==> src/rtl/cnn_layer_accel_rd_arb.sv <==
// cnn_layer_accel_rd_arb
//   Merges NUM_CLIENTS read-request ports onto one upstream read master.
//   Round-robin grant, up to MAX_OUTSTANDING reads in flight. A tag FIFO
//   remembers which client each issued read belongs to, so returning data,
//   ready and completion are steered to the client at the FIFO head.
// Ports
//   clk_intf, rst            : clock, async active-high reset
//   cl_rd_req/_id/_addr/_len : per-client request level + packed fields
//   cl_rd_req_ack            : per-client one-cycle acceptance pulse
//   cl_rd_data(_vld/_rdy)    : broadcast data, per-client valid/ready
//   cl_rd_cmpl               : per-client completion pulse
//   init_rd_req/_id/_addr/_len, init_rd_req_ack : registered upstream request
//   init_rd_data(_vld/_rdy), init_rd_cmpl        : upstream return path
//   rd_outstanding           : tag FIFO occupancy
module cnn_layer_accel_rd_arb #(
   parameter int NUM_CLIENTS     = 4,
   parameter int ID_WTH          = 8,
   parameter int ADDR_WTH        = 64,
   parameter int LEN_WTH         = 32,
   parameter int DATA_WTH        = 512,
   parameter int MAX_OUTSTANDING = 4
) (
   input  logic                                clk_intf,
   input  logic                                rst,
   input  logic [NUM_CLIENTS-1:0]              cl_rd_req,
   input  logic [NUM_CLIENTS*ID_WTH-1:0]       cl_rd_req_id,
   input  logic [NUM_CLIENTS*ADDR_WTH-1:0]     cl_rd_addr,
   input  logic [NUM_CLIENTS*LEN_WTH-1:0]      cl_rd_len,
   output logic [NUM_CLIENTS-1:0]              cl_rd_req_ack,
   output logic [DATA_WTH-1:0]                 cl_rd_data,
   output logic [NUM_CLIENTS-1:0]              cl_rd_data_vld,
   input  logic [NUM_CLIENTS-1:0]              cl_rd_data_rdy,
   output logic [NUM_CLIENTS-1:0]              cl_rd_cmpl,
   output logic                                init_rd_req,
   output logic [ID_WTH-1:0]                   init_rd_req_id,
   output logic [ADDR_WTH-1:0]                 init_rd_addr,
   output logic [LEN_WTH-1:0]                  init_rd_len,
   input  logic                                init_rd_req_ack,
   input  logic [DATA_WTH-1:0]                 init_rd_data,
   input  logic                                init_rd_data_vld,
   output logic                                init_rd_data_rdy,
   input  logic                                init_rd_cmpl,
   output logic [$clog2(MAX_OUTSTANDING):0]    rd_outstanding
);
   localparam int IDX_W = $clog2(NUM_CLIENTS);
   localparam int CNT_W = $clog2(MAX_OUTSTANDING) + 1;
   localparam int PTR_W = (MAX_OUTSTANDING > 1) ? $clog2(MAX_OUTSTANDING) : 1;

   typedef enum logic [1:0] {S_IDLE, S_ISSUE, S_ACK} state_t;

   state_t               state_q, state_d;
   logic [IDX_W-1:0]     rr_ptr_q, rr_ptr_d;
   logic [IDX_W-1:0]     grant_q, grant_d;
   logic                 req_q, req_d;
   logic [ID_WTH-1:0]    id_q, id_d;
   logic [ADDR_WTH-1:0]  addr_q, addr_d;
   logic [LEN_WTH-1:0]   len_q, len_d;

   logic [IDX_W-1:0]     tag_mem_q [2**PTR_W];
   logic [PTR_W-1:0]     wr_ptr_q, wr_ptr_d, rd_ptr_q, rd_ptr_d;
   logic [CNT_W-1:0]     cnt_q, cnt_d;
   logic                 push, pop, empty, full;
   logic [IDX_W-1:0]     head;

   logic                 sel_vld;
   logic [IDX_W-1:0]     sel_idx;
   int                   cand;

   assign empty = (cnt_q == '0);
   assign full  = (cnt_q == CNT_W'(MAX_OUTSTANDING));
   assign head  = tag_mem_q[rd_ptr_q];
   assign pop   = init_rd_cmpl & ~empty;   // completion on empty FIFO is dropped

   // Round-robin pick: scan offsets high to low so the smallest offset from
   // rr_ptr that is requesting wins.
   always_comb begin
      sel_vld = |cl_rd_req;
      sel_idx = rr_ptr_q;
      cand    = 0;
      for (int i = NUM_CLIENTS-1; i >= 0; i--) begin
         cand = int'(rr_ptr_q) + i;
         if (cand >= NUM_CLIENTS) cand = cand - NUM_CLIENTS;
         if (cl_rd_req[cand]) sel_idx = IDX_W'(cand);
      end
   end

   always_comb begin
      state_d  = state_q;
      rr_ptr_d = rr_ptr_q;
      grant_d  = grant_q;
      req_d    = req_q;
      id_d     = id_q;
      addr_d   = addr_q;
      len_d    = len_q;
      push     = 1'b0;
      case (state_q)
         S_IDLE: begin
            if (sel_vld && !full) begin
               grant_d = sel_idx;
               id_d    = cl_rd_req_id[int'(sel_idx)*ID_WTH +: ID_WTH];
               addr_d  = cl_rd_addr[int'(sel_idx)*ADDR_WTH +: ADDR_WTH];
               len_d   = cl_rd_len[int'(sel_idx)*LEN_WTH +: LEN_WTH];
               req_d   = 1'b1;
               state_d = S_ISSUE;
            end
         end
         S_ISSUE: begin
            if (init_rd_req_ack) begin
               req_d    = 1'b0;
               push     = 1'b1;
               rr_ptr_d = (grant_q == IDX_W'(NUM_CLIENTS-1)) ? '0 : grant_q + 1'b1;
               state_d  = S_ACK;
            end
         end
         // One-cycle ack window gives the client an edge to drop req
         // before IDLE looks at it again.
         S_ACK:   state_d = S_IDLE;
         default: state_d = S_IDLE;
      endcase
   end

   always_comb begin
      wr_ptr_d = wr_ptr_q;
      rd_ptr_d = rd_ptr_q;
      cnt_d    = cnt_q;
      if (push) wr_ptr_d = wr_ptr_q + 1'b1;
      if (pop)  rd_ptr_d = rd_ptr_q + 1'b1;
      case ({push, pop})
         2'b10:   cnt_d = cnt_q + 1'b1;
         2'b01:   cnt_d = cnt_q - 1'b1;
         default: cnt_d = cnt_q;
      endcase
   end

   always_ff @(posedge clk_intf or posedge rst) begin
      if (rst) begin
         state_q  <= S_IDLE;
         rr_ptr_q <= '0;
         grant_q  <= '0;
         req_q    <= 1'b0;
         id_q     <= '0;
         addr_q   <= '0;
         len_q    <= '0;
         wr_ptr_q <= '0;
         rd_ptr_q <= '0;
         cnt_q    <= '0;
      end else begin
         state_q  <= state_d;
         rr_ptr_q <= rr_ptr_d;
         grant_q  <= grant_d;
         req_q    <= req_d;
         id_q     <= id_d;
         addr_q   <= addr_d;
         len_q    <= len_d;
         wr_ptr_q <= wr_ptr_d;
         rd_ptr_q <= rd_ptr_d;
         cnt_q    <= cnt_d;
      end
   end

   // Storage only; validity is tracked by cnt_q so no reset is needed.
   always_ff @(posedge clk_intf) begin
      if (push) tag_mem_q[wr_ptr_q] <= grant_q;
   end

   always_comb begin
      cl_rd_req_ack = '0;
      if (state_q == S_ACK) cl_rd_req_ack[grant_q] = 1'b1;
   end

   // Zero-latency return steering from the FIFO head.
   always_comb begin
      cl_rd_data_vld   = '0;
      cl_rd_cmpl       = '0;
      init_rd_data_rdy = 1'b0;
      if (!empty) begin
         cl_rd_data_vld[head] = init_rd_data_vld;
         cl_rd_cmpl[head]     = init_rd_cmpl;
         init_rd_data_rdy     = cl_rd_data_rdy[head];
      end
   end

   assign cl_rd_data     = init_rd_data;
   assign init_rd_req    = req_q;
   assign init_rd_req_id = id_q;
   assign init_rd_addr   = addr_q;
   assign init_rd_len    = len_q;
   assign rd_outstanding = cnt_q;

endmodule

==> config.mk <==
export PLATFORM = sky130hd
export DESIGN_NAME = cnn_layer_accel_rd_arb
export DESIGN_NICKNAME = d
export VERILOG_FILES = /design/src/rtl/cnn_layer_accel_rd_arb.sv
export SDC_FILE = /design/constraint.sdc
export NUM_CORES = 1
export LEC_CHECK = 0
export CAP_MARGIN = 30
export CORE_AREA = 4 4 609 611
export CTS_BUF_LIST = sky130_fd_sc_hd__clkbuf_2 sky130_fd_sc_hd__clkbuf_4 sky130_fd_sc_hd__clkbuf_8
export CTS_CLUSTER_DIAMETER = 60
export DETAILED_ROUTE_END_ITERATION = 6
export DIE_AREA = 0 0 613 615
export PLACE_DENSITY_LB_ADDON = 0.1
export SLEW_MARGIN = 0
export SYNTH_ARGS = -nofsm -noshare
export SYNTH_HDL_FRONTEND = slang
export SYNTH_SLANG_ARGS = --single-unit
==> constraint.sdc <==
create_clock -name clk_intf -period 4.1 [get_ports clk_intf]
set_input_delay 0.41 -clock clk_intf [delete_from_list [all_inputs] [get_ports clk_intf]]
set_output_delay 0.41 -clock clk_intf [all_outputs]
set_load 0.02 [all_outputs]
# == After elaboration in Yosys (flattened, before gate mapping) ==
# Memory sizes are Yosys's and may differ from the RTL's.
# Index checks and enable logic that the tools add are counted.
# op_classes
add_sub_neg,12
bitwise,4
n_shift,3
n_mux,42
n_eq_ne,8
n_reduce_logical,13
magnitude_cmp,12
# ops
cell,count
$shiftx 256x9->64,1
$lt 32x4->1 const B,4
$mux 32,4
$shiftx 128x8->32,1
$shiftx 32x6->8,1
$mux 1,18
$mux 2,7
$mux 4,3
$sub 3x3->4 const B,3
$bmux 1 s2,5
$ge 3x3->1 const B,3
$and 4x4->4,2
$add 2x1->2 const B,3
$add 2x2->3 const B,2
$eq 2x2->1 const B,3
$lt 2x3->1 const B,2
$pmux 3 s2,1
$reduce_and 2->1,3
$demux 1 s2,2
$eq 2x1->1 const B,2
$ge 2x1->1 const B,2
$ne 2x2->1 const B,2
$pmux 2 s2,1
$reduce_bool 2->1,2
15 further kinds,17
# word_totals
memories,1
elab_cells,105
inputBits,941
ramBits,8
ff_bits,118
out_inout_bits,633
# mem_list
memory,words,word_bits,rd,rd_ports_with_merged_regs,write_ports,line,rtl
tag_mem_q,4,2,1,0,1,59,logic [IDX_W-1:0] tag_mem_q [2**PTR_W];

# == Longest topological paths before layout ==
# Gate-level depths: netlist of the first run.
# logic_depth
ltp_word,11
ltp_mapped,9
depth_no_buf,9

# == Least setup slack after synthesis of the first run ==
# Ideal clock, no wire load.
# synth_path
path_type,register -> output
from,reg rd_ptr_q[0]
to,out init_rd_data_rdy
arrival_ns,1.668
stages_incl_launch_ff,4
required_ns,3.690
slack_ns,2.022
path_buffers,0
path_cell_list,dfrtp_1 mux4_2 mux4_2 and2_1
# synth_via
elab_chain_cells,4
# synth_rtl
element,line,rtl
from (decl),60,"logic [PTR_W-1:0] wr_ptr_q, wr_ptr_d, rd_ptr_q, rd_ptr_d;"
from (signal assigned),156,rd_ptr_q <= rd_ptr_d;
$mem_v2 4x2,n/a,
$bmux 1 s2,179,init_rd_data_rdy = cl_rd_data_rdy[head];
$mux 1 (implied by the code),179,
$mux 1,176,if (!empty) begin
to (decl),41,"output logic init_rd_data_rdy,"
# No other way between the ends. The select of a mux whose other input is x is not followed.

# == Worst setup path in the final report of the first run ==
# Ends and elaborated chain as after synthesis.

==> flow_summary.toml, run 1 <==
[run_status]
status = "finished, final reports clean"

[synthesis]
synth_area_per_cell_sq_um = 8.999
synth_area_sq_um = 11970
ys_seq_area_share_pct = 26.68
synth_fp_nets = 2281
yosys_warnings = 0
yosys.area.top_type_share_pct = 32.30
ys_seq_elements = 126
synth_area_leaders = "buf_4, dfrtp_1, a211oi_1"
synth_cell_types = 35
synth_area_leader_cell = "buf_4"
synth_cells = 1330

[sta]
fin_skew_ns = 0.07350
hold_viol = 0
worstMarginPinSlew_ns = 1.124
setup_tns_ns = 0
setup_viol = 0
period_minus_slack_ns = 3.331
max_slew_margin_pct = 25.09
finalMaxSlewViolations = 0
rsz0062_at_grt = "no"
max_clock_freq_mhz = 300.2
period_share_pct = 81.24

[floorplanning]
ios = 1574
die_w_um = 613
rows = 222
die_area_sq_um = 377000
core_area_sq_um = 365000
fp.dieH_um = 615
initial_core_util_pct = 3.279

[global_routing]
grt_overflow = 0
grt_pass1_wl_um = 208100
antenna_found_initial = 30
grtUsageTotal_pct = 9.197
grt_pass1_vias = 11200
grt_max_degree = 106

[routing]
vias = 10110
drt-vias-per-instance = 1.635
routed_wl_um = 179700
drt_iter0_drc = 404
ant_nets = 0
wl_per_cell_um = 29.05
dr.pass1.iters = 4
post-route-drc-count = 0

[worst_setup_path]
cp.required_ns = 3.69
worstSetupEndpointType = "primary output"
cp-start-kind = "register"
crit_type = "reg -> out"
cp.arrival_ns = 2.92
cp_max_fo = 9
rr_worst_depth = 7

[clock_tree]
clock_latency_ns = 0.69
clk_pin_slew_ns = 0.11
cts_buffers = 21
cts.htree.levels = 4
cts_resized = 0
cts_buffer_depth = 3
postCtsSetupBuffers = 0
postCtsHoldBufs = 0
numClockSinks = 126
cts_tree = "built"
cts_root_buf = "clkbuf_8"

[cells_and_area]
drive_gt1_share_pct = 9.111
syn_to_final_growth_pct = 68.48
mostFrequentLayoutCell = "clkdlybuf4s50_1"
layout_common_cells = "clkdlybuf4s50_1, a211oi_1, dfrtp_1"
fin_nets = 2291

[job]
maxCapViolations = 0

[place]
gp_congestion = 0.7013
hpwl_um = 157000
numPortBuffers = 549

[power_and_ir_drop]
fin_total_pwr_mw = 11.30
p_leak_nw = 5.978
peakVddDrop_v = 0.0005540
p_per_area_nw_per_um2 = 560.5

[hold_path]
hold_path_class = "in -> async"
==> final cells by class <==
class                   instances  area, sq um
fillers                     43180       344800
well taps                    4816         6026
repair buffers                579         5856
multi-input cells             601         4549
flip-flops and latches        126         3193
clock buffers                  27        359.1
clock inverters                 6        86.33
inverters                      11        48.80
diodes                         19        47.55
==> stage by stage <==
stage	instance area, sq um	cells	util (%)	hold WS, ns	worst slack, ns
after detailed placement	19670	6133	5.390	0.4727	0.6626
final	20170	6185	5.525	0.1077	0.7691
after CTS	20120	6166	5.512	0.01473	0.5764
after floorplan	11970	1330	-	0.4806	0.5609
after global placement	19670	6132	5.389	0.4757	0.5611
after global routing	20130	6169	5.514	0.06870	0.5368
==> power by group <==
| group | total, mW | internal, mW | leakage, nW | switching, mW |
|---|---|---|---|---|
| Clock | 1.59 | 0.704 | 0.229 | 0.886 |
| Combinational | 7.27 | 2.66 | 4.36 | 4.61 |
| Sequential | 2.44 | 1.89 | 1.39 | 0.555 |
==> per-layer routing <==
layer | track usage, % | part of all wire, %
met2 | 14.58 | 45
met1 | 6.585 | 25
met3 | 11.52 | 26
met5 | 0.5364 | 0.18
met4 | 2.692 | 3.5
==> logic make-up after synthesis <==
family,Yosys count,synth area share (%)
xor+xnor,6,0.4391
buf+inv,603,35.74
compound gates,220,15.79
simple gates,258,10.99
fa+ha+maj,10,1.108
flops,126,26.68
mux,107,9.262
==> worst max-delay path, stage by stage (launching register included) <==
cell             delay (ns)
dfrtp_1                0.46
mux4_2                 0.67
mux4_2                 0.47
and2_1                 0.17
clkdlybuf4s50_1        0.53
==> final timing paths <==
check,from,slack [ns],endpoint
setup / recovery,rd_ptr_q[0]$_DFFE_PP0P_,0.77,init_rd_data_rdy
hold / removal,rst,0.11,init_rd_len[11]$_DFFE_PP0P_
setup reg to reg,rr_ptr_q[1]$_DFFE_PP0P_,1.40,init_rd_addr[47]$_DFFE_PP0P_
hold reg to reg,init_rd_req$_DFFE_PP0P_,0.49,init_rd_req$_DFFE_PP0P_
max in group asynchronous,rst,3.00,init_rd_len[0]$_DFFE_PP0P_
min in group clk_intf,cl_rd_addr[105],0.38,init_rd_addr[41]$_DFFE_PP0P_
==> Yosys cell counts <==
cell type	n
ha_1	9
clkbuf_1	40
o21ai_0	6
o21ai_1	1
mux4_2	3
nor4_2	1
o31ai_1	1
nor4_1	1
nor2b_1	4
a2111o_1	1
nor2_1	110
nor3b_1	4
o22ai_1	1
and2_1	10
buf_4	515
inv_1	11
nor3_1	2
or3_1	1
buf_6	6
and3_1	107
a211oi_1	159
edfxtp_1	8
fa_1	1
nand2_1	15
xor2_1	2
dfrtp_1	118
xnor2_1	4
buf_2	29
a21o_1	1
buf_1	2
or4_4	1
nand2b_1	2
mux2i_1	104
a211oi_2	49
a221oi_2	1
==> state kept, by name, indices dropped and copies added (netlist names), 3 cells and up <==
register	flops
init_rd_len	32
tag_mem_q	8
rd_outstanding	3
init_rd_req_id	8
init_rd_addr	64
Note: power is estimated with default switching activity, not from simulation.
==> run 2, diff against run 1 <==
CORE_AREA = 4 4 616 618   (was 4 4 609 611)
DIE_AREA = 0 0 620 622   (was 0 0 613 615)
clock period = 2.79 ns   (was 4.1 ns; I/O delays follow)
==> flow_summary.toml, run 2 (synthesis results as in run 1) <==
[cells_and_area]
layout_common_cells = "clkdlybuf4s50_1, a211oi_1, dfrtp_1"
final_cell_count_no_fill = 6424
utilization_pct = 5.632
mostFrequentLayoutCell = "clkdlybuf4s50_1"
fin_area_sq_um = 21090
drive_gt1_share_pct = 14.42
syn_to_final_growth_pct = 76.20
largest_reg_flops = 64
fin_nets = 2365

[global_routing]
grt_max_degree = 106
grt_overflow = 0
grtUsageTotal_pct = 9.124
grt_pass1_wl_um = 211900
antenna_found_initial = 29
grt_pass1_vias = 11580

[power_and_ir_drop]
p_leak_nw = 6.417
peakVddDrop_v = 0.0008238
p_per_area_nw_per_um2 = 813.4

[sta]
max_clock_freq_mhz = 383.4
fin_skew_ns = 0.08637
setup_viol = 0
period_share_pct = 93.49
period_minus_slack_ns = 2.608
rsz0062_at_grt = "yes"
hold_viol = 0
max_slew_margin_pct = 40.60
finalMaxSlewViolations = 0
setup_tns_ns = 0
worstMarginPinSlew_ns = 0.8910

[clock_tree]
cts_root_buf = "clkbuf_8"
clock_latency_ns = 0.71
cts.htree.levels = 4
clk_pin_slew_ns = 0.16
numClockSinks = 126
cts_tree = "built"
cts_buffer_depth = 3
cts_buffers = 21

[routing]
top_layer = "met5"
ant_nets = 0
wl_met1_um = 47890
dr_wl_met3_um = 43360
drt-vias-per-instance = 1.626
met2WireLength_um = 85380
dr.pass1.iters = 4
wl_per_cell_um = 28.46
post-route-drc-count = 0
routed_wl_um = 182800
vias = 10450
drt_iter0_drc = 478

[floorplanning]
initial_core_util_pct = 3.197
die_area_sq_um = 385600
rows = 225
ios = 1574
core_area_sq_um = 374400
fp.dieH_um = 622
die_w_um = 620

[worst_setup_path]
crit_type = "reg -> out"
worstSetupEndpointType = "primary output"
cp.required_ns = 2.51
r2r_end = "init_rd_len[28]$_DFFE_PP0P_"
cp_max_fo = 4
rr_worst_depth = 9
crit_path_start = "rd_ptr_q[0]$_DFFE_PP0P_"
cp-start-kind = "register"
cp.arrival_ns = 2.33
r2r_start = "rr_ptr_q[1]$_DFFE_PP0P_"
rrSetupSlack_ns = 0.24

[hold_path]
hold_path_depth = 3
worstHoldEndpoint = "init_rd_addr[25]$_DFFE_PP0P_"
hp-start = "cl_rd_addr[153]"
hold_path_class = "in -> reg"

[job]
maxCapViolations = 0

[place]
gp_congestion = 0.6744
numPortBuffers = 549
dp.cells = 6380
dpl-instance-area_sq_um = 20630
hpwl_um = 162400

[run_status]
status = "finished, final reports clean"
[run 2: changes by cell type in the layout (fill, tap and decap cells not counted), moves of 5 or more]
cell | before | now
diode_2 | 19 | 8
buf_4 | 18 | 75
dlygate4sd2_1 | 0 | 5
buf_12 | 11 | 29
clkdlybuf4s50_1 | 549 | 537
[run 2: layer usage]
layer,vias up,global-route usage (%)
li1,4287,-
met1,4845,6.866
met2,1103,14.93
met3,202,10.26
met4,10,2.563
met5,-,0.9865
[run 2: metrics by stage]
stage               hold WS (ns)  total power, mW  worst slack (ns)
finish                    0.2407            17.15            0.1815
global placement          0.4676            15.91           -0.6215
CTS                      0.01885            18.35          -0.05846
detailed placement        0.4681            15.79           -0.5602
floorplan                 0.3867            9.251            0.7572
global route             0.09497            18.81         -0.006940
[run 2: layout make-up]
cell class / instances / area, sq um
multi-input combinational: 601 / 4572
timing repair buffer: 653 / 6625
inverter: 11 / 45.04
fill: 44280 / 353300
antenna: 8 / 20.02
clock inverter: 6 / 57.56
clock buffer: 25 / 325.3
sequential: 126 / 3196
tap: 4994 / 6248
[run 2: how the worst max path moves through the flow]
stage / to / slack (ns)
global placement: init_rd_addr[63]$_DFFE_PP0P_ / -0.62
CTS: init_rd_data_rdy / -0.06
finish: init_rd_data_rdy / 0.18
detailed placement: init_rd_addr[63]$_DFFE_PP0P_ / -0.56
global route: init_rd_data_rdy / -0.007
floorplan: init_rd_addr[14]$_DFFE_PP0P_ / 0.76
[run 2: timing repair]
item	CTS	global route
hold buffers	3	0
gates resized for setup	26	6
setup endpoints to repair	11	3
hold endpoints to repair	6	0
buffers inserted	1	1
pin swaps	1	1
[run 2: critical path: stages, from the launching register on]
cell     delay [ns]
dfrtp_2        0.42
mux4_2         0.58
mux4_2         0.44
and2_4         0.15
buf_6          0.12
[run 2: power by group]
group	switching (mW)	internal, mW
registers	0.805	2.77
clock network	1.33	0.868
logic	6.83	4.56
==> run 3, diff against run 2 <==
ABC_AREA = 1   (was unset)
CORE_AREA = 4 4 614 616   (was 4 4 616 618)
DIE_AREA = 0 0 618 620   (was 0 0 620 622)
==> flow_summary.toml, run 3 <==
[power_and_ir_drop]
p_leak_nw = 7.390
p_comb_share_pct = 78.0
switching_share_pct = 58.43
p_per_area_nw_per_um2 = 1230
pwr-share-seq_pct = 13.3
clock_power_share_pct = 8.7
peakVddDrop_v = 0.0006486
p_switching_mw = 15.66
internal-power_mw = 11.14

[place]
place_ws_ns = -0.4750
dpl-instance-area_sq_um = 21240
gp_congestion = 0.6866
numPortBuffers = 549
hpwl_um = 151000

[worst_setup_path]
rrSetupSlack_ns = 0.18
cp.arrival_ns = 3.20
crit_type = "reg -> reg"
cpPeakStageDelay_ns = 0.41
cp.required_ns = 3.38
rr_worst_depth = 18
slowest_stage = "dfrtp_1"
r2r_end = "init_rd_req_id[4]$_DFFE_PP0P_"
cp_common_cell = "nand2_1"
worstPathCellList = "buf_4 -> inv_4 -> nand2_1 -> nand2_1 -> nand2_1 -> nand2_1 -> inv_2 -> nand2_1 -> nand2_1 -> nand2_8 -> nand2_4 -> buf_16 -> buf_16 -> buf_4 -> nand2_1 -> nand3_1 -> nand3_1 -> nand2_1"
cp-start-kind = "register"
r2r_start = "rr_ptr_q[0]$_DFFE_PP0P_"
crit_path_start = "rr_ptr_q[0]$_DFFE_PP0P_"
cp_max_fo = 29
worstSetupEndpointType = "register"

[clock_tree]
cts_buffer_depth = 3
clk_pin_slew_ns = 0.13
cts_tree = "built"
cts_root_buf = "clkbuf_8"
numClockSinks = 126
cts.htree.levels = 4
clock_latency_ns = 0.71
postCtsSetupBuffers = 0
cts_buffers = 21

[sta]
max_slew_margin_pct = 52.77
hold_viol = 0
finalMaxSlewViolations = 0
rsz0062_at_grt = "yes"
period_minus_slack_ns = 2.611
whs_ns = 0.2328
worstMarginPinSlew_ns = 0.7062
period_share_pct = 93.59
max_clock_freq_mhz = 383.0
fin_skew_ns = 0.07071
setup_viol = 0
setup_ws_ns = 0.1789

[synthesis]
yosys.area_share.simple_pct = 36.11
synth_fa_ha_area_share_pct = 1.050
synth-xor-area-share_pct = 0.2773
synth_cells = 1848
ys_seq_area_share_pct = 25.27
synth_area_leader_cell = "buf_4"
yosysMostFrequentCell = "nand3_1"
yosys_warnings = 0
yosys.area.top_type_share_pct = 30.84
synthArstFlopShare_pct = 93.65
synth_flop_cell = "dfrtp_1"
synth_area_per_cell_sq_um = 6.837
synth_area_sq_um = 12630
synth_top_family_by_area = "buffers and inverters"
synth_fp_nets = 2799
synth_compound_area_share_pct = 0.4852
synth_area_leaders = "buf_4, dfrtp_1, nand3_1"
synth_cell_types = 26
synth_edf_count = 8
ys_seq_elements = 126
muxShareOfSynthArea_pct = 0
synth_commonest_cells = "nand3_1, buf_4, nand2_1, dfrtp_1, buf_2"

[hold_path]
worstHoldEndpoint = "state_q[0]$_DFFE_PP0P_"
hold_path_class = "in -> reg"
hp-start = "init_rd_req_ack"
hold_path_depth = 2

[routing]
post-route-drc-count = 0
vias = 13020
routed_wl_um = 173100
dr.pass1.iters = 5
wl_per_cell_um = 25.08
drt-vias-per-instance = 1.886
ant_nets = 0
drt_iter0_drc = 628

[global_routing]
antenna_found_initial = 10
grt_pass1_vias = 14260
grt_overflow = 0
grt_pass1_wl_um = 204600
grtUsageTotal_pct = 8.562
grt_max_degree = 67

[floorplanning]
die_area_sq_um = 383200
fp.dieH_um = 620
rows = 224
core_area_sq_um = 371400
initial_core_util_pct = 3.402
die_w_um = 618
ios = 1574

[cells_and_area]
fin_nets = 2869
fin_area_sq_um = 21780
mostFrequentLayoutCell = "nand3_1"
utilization_pct = 5.866
syn_to_final_growth_pct = 72.42
largest_reg_flops = 64
fillCellCount = 43870
layout_common_cells = "nand3_1, clkdlybuf4s50_1, nand2_1"
drive_gt1_share_pct = 10.28

[job]
maxCapViolations = 0

[run_status]
status = "finished, final reports clean"
run 3: kinds of logic after synthesis:
group | after synthesis
AOI/OAI and AO/OA | 11
buffers and inverters | 664
adders and majority gates | 10
DFF | 126
xor gates and xnor gates | 4
and+or+nand+nor | 1033
run 3: worst max path at each step:
stage,endpoint,slack (ns),depth (start not counted)
2_1_floorplan,rd_outstanding[2]$_DFFE_PP0P_,0.92,10
3_3_place_gp,init_rd_req_id[0]$_DFFE_PP0P_,-0.54,17
3_5_place_dp,init_rd_req_id[0]$_DFFE_PP0P_,-0.48,17
4_1_cts,init_rd_data_rdy,0.006,9
5_1_grt,init_rd_data_rdy,-0.03,10
6_report,init_rd_req_id[4]$_DFFE_PP0P_,0.18,18
run 3: layer usage:
metal,GRT usage [%],up-vias,part of all wire (%)
li1,-,5629,-
met1,6.979,6015,29
met2,13.95,1149,47
met3,9.054,203,22
met4,2.047,24,2.4
met5,1.261,-,0.39
run 3: power by group through the flow:
stage | Sequential [mW] | Clock [mW] | Combinational, mW
6_report | 3.55 | 2.34 | 20.9
5_1_grt | 3.71 | 2.69 | 23.6
4_1_cts | 3.64 | 2.73 | 22.4
3_5_place_dp | 3.64 | 0 | 22.3
3_3_place_gp | 3.67 | 0 | 22.5
2_1_floorplan | 4.25 | 0 | 9.92
run 3: area by class of cell:
cell class	instances	area, sq um	share of cell area [%]
diodes	5	12.51	0.05744
multi-input cells	1058	4908	22.53
clock buffers	25	337.8	1.551
clock inverters	7	90.09	0.4135
inverters	37	155.1	0.7122
well taps	4972	6221	28.56
flip-flops and latches	126	3197	14.67
repair buffers	674	6863	31.50
run 3: what timing repair did:
action / in CTS / in global routing
hold buffers: 1 / 0
setup endpoints to repair: 10 / 14
pin swaps: 3 / 3
resized for setup: 24 / 15
hold endpoints to repair: 3 / 0
run 3: stage by stage:
stage,setup TNS [ns],instances,total power [mW]
floorplan,0,1848,14.17
detailed placement,-13.68,6867,25.93
finish,0,6904,26.80
global placement,-20.02,6867,26.21
CTS,0,6899,28.77
global route,-0.03937,6902,30.00
run 3: worst max-delay path, delay by kind of cell (launching register included):
kind | cells | cell delay [ns]
and+or+nand+nor | 12 | 1.13
buffers and inverters | 6 | 0.85
DFF | 1 | 0.41
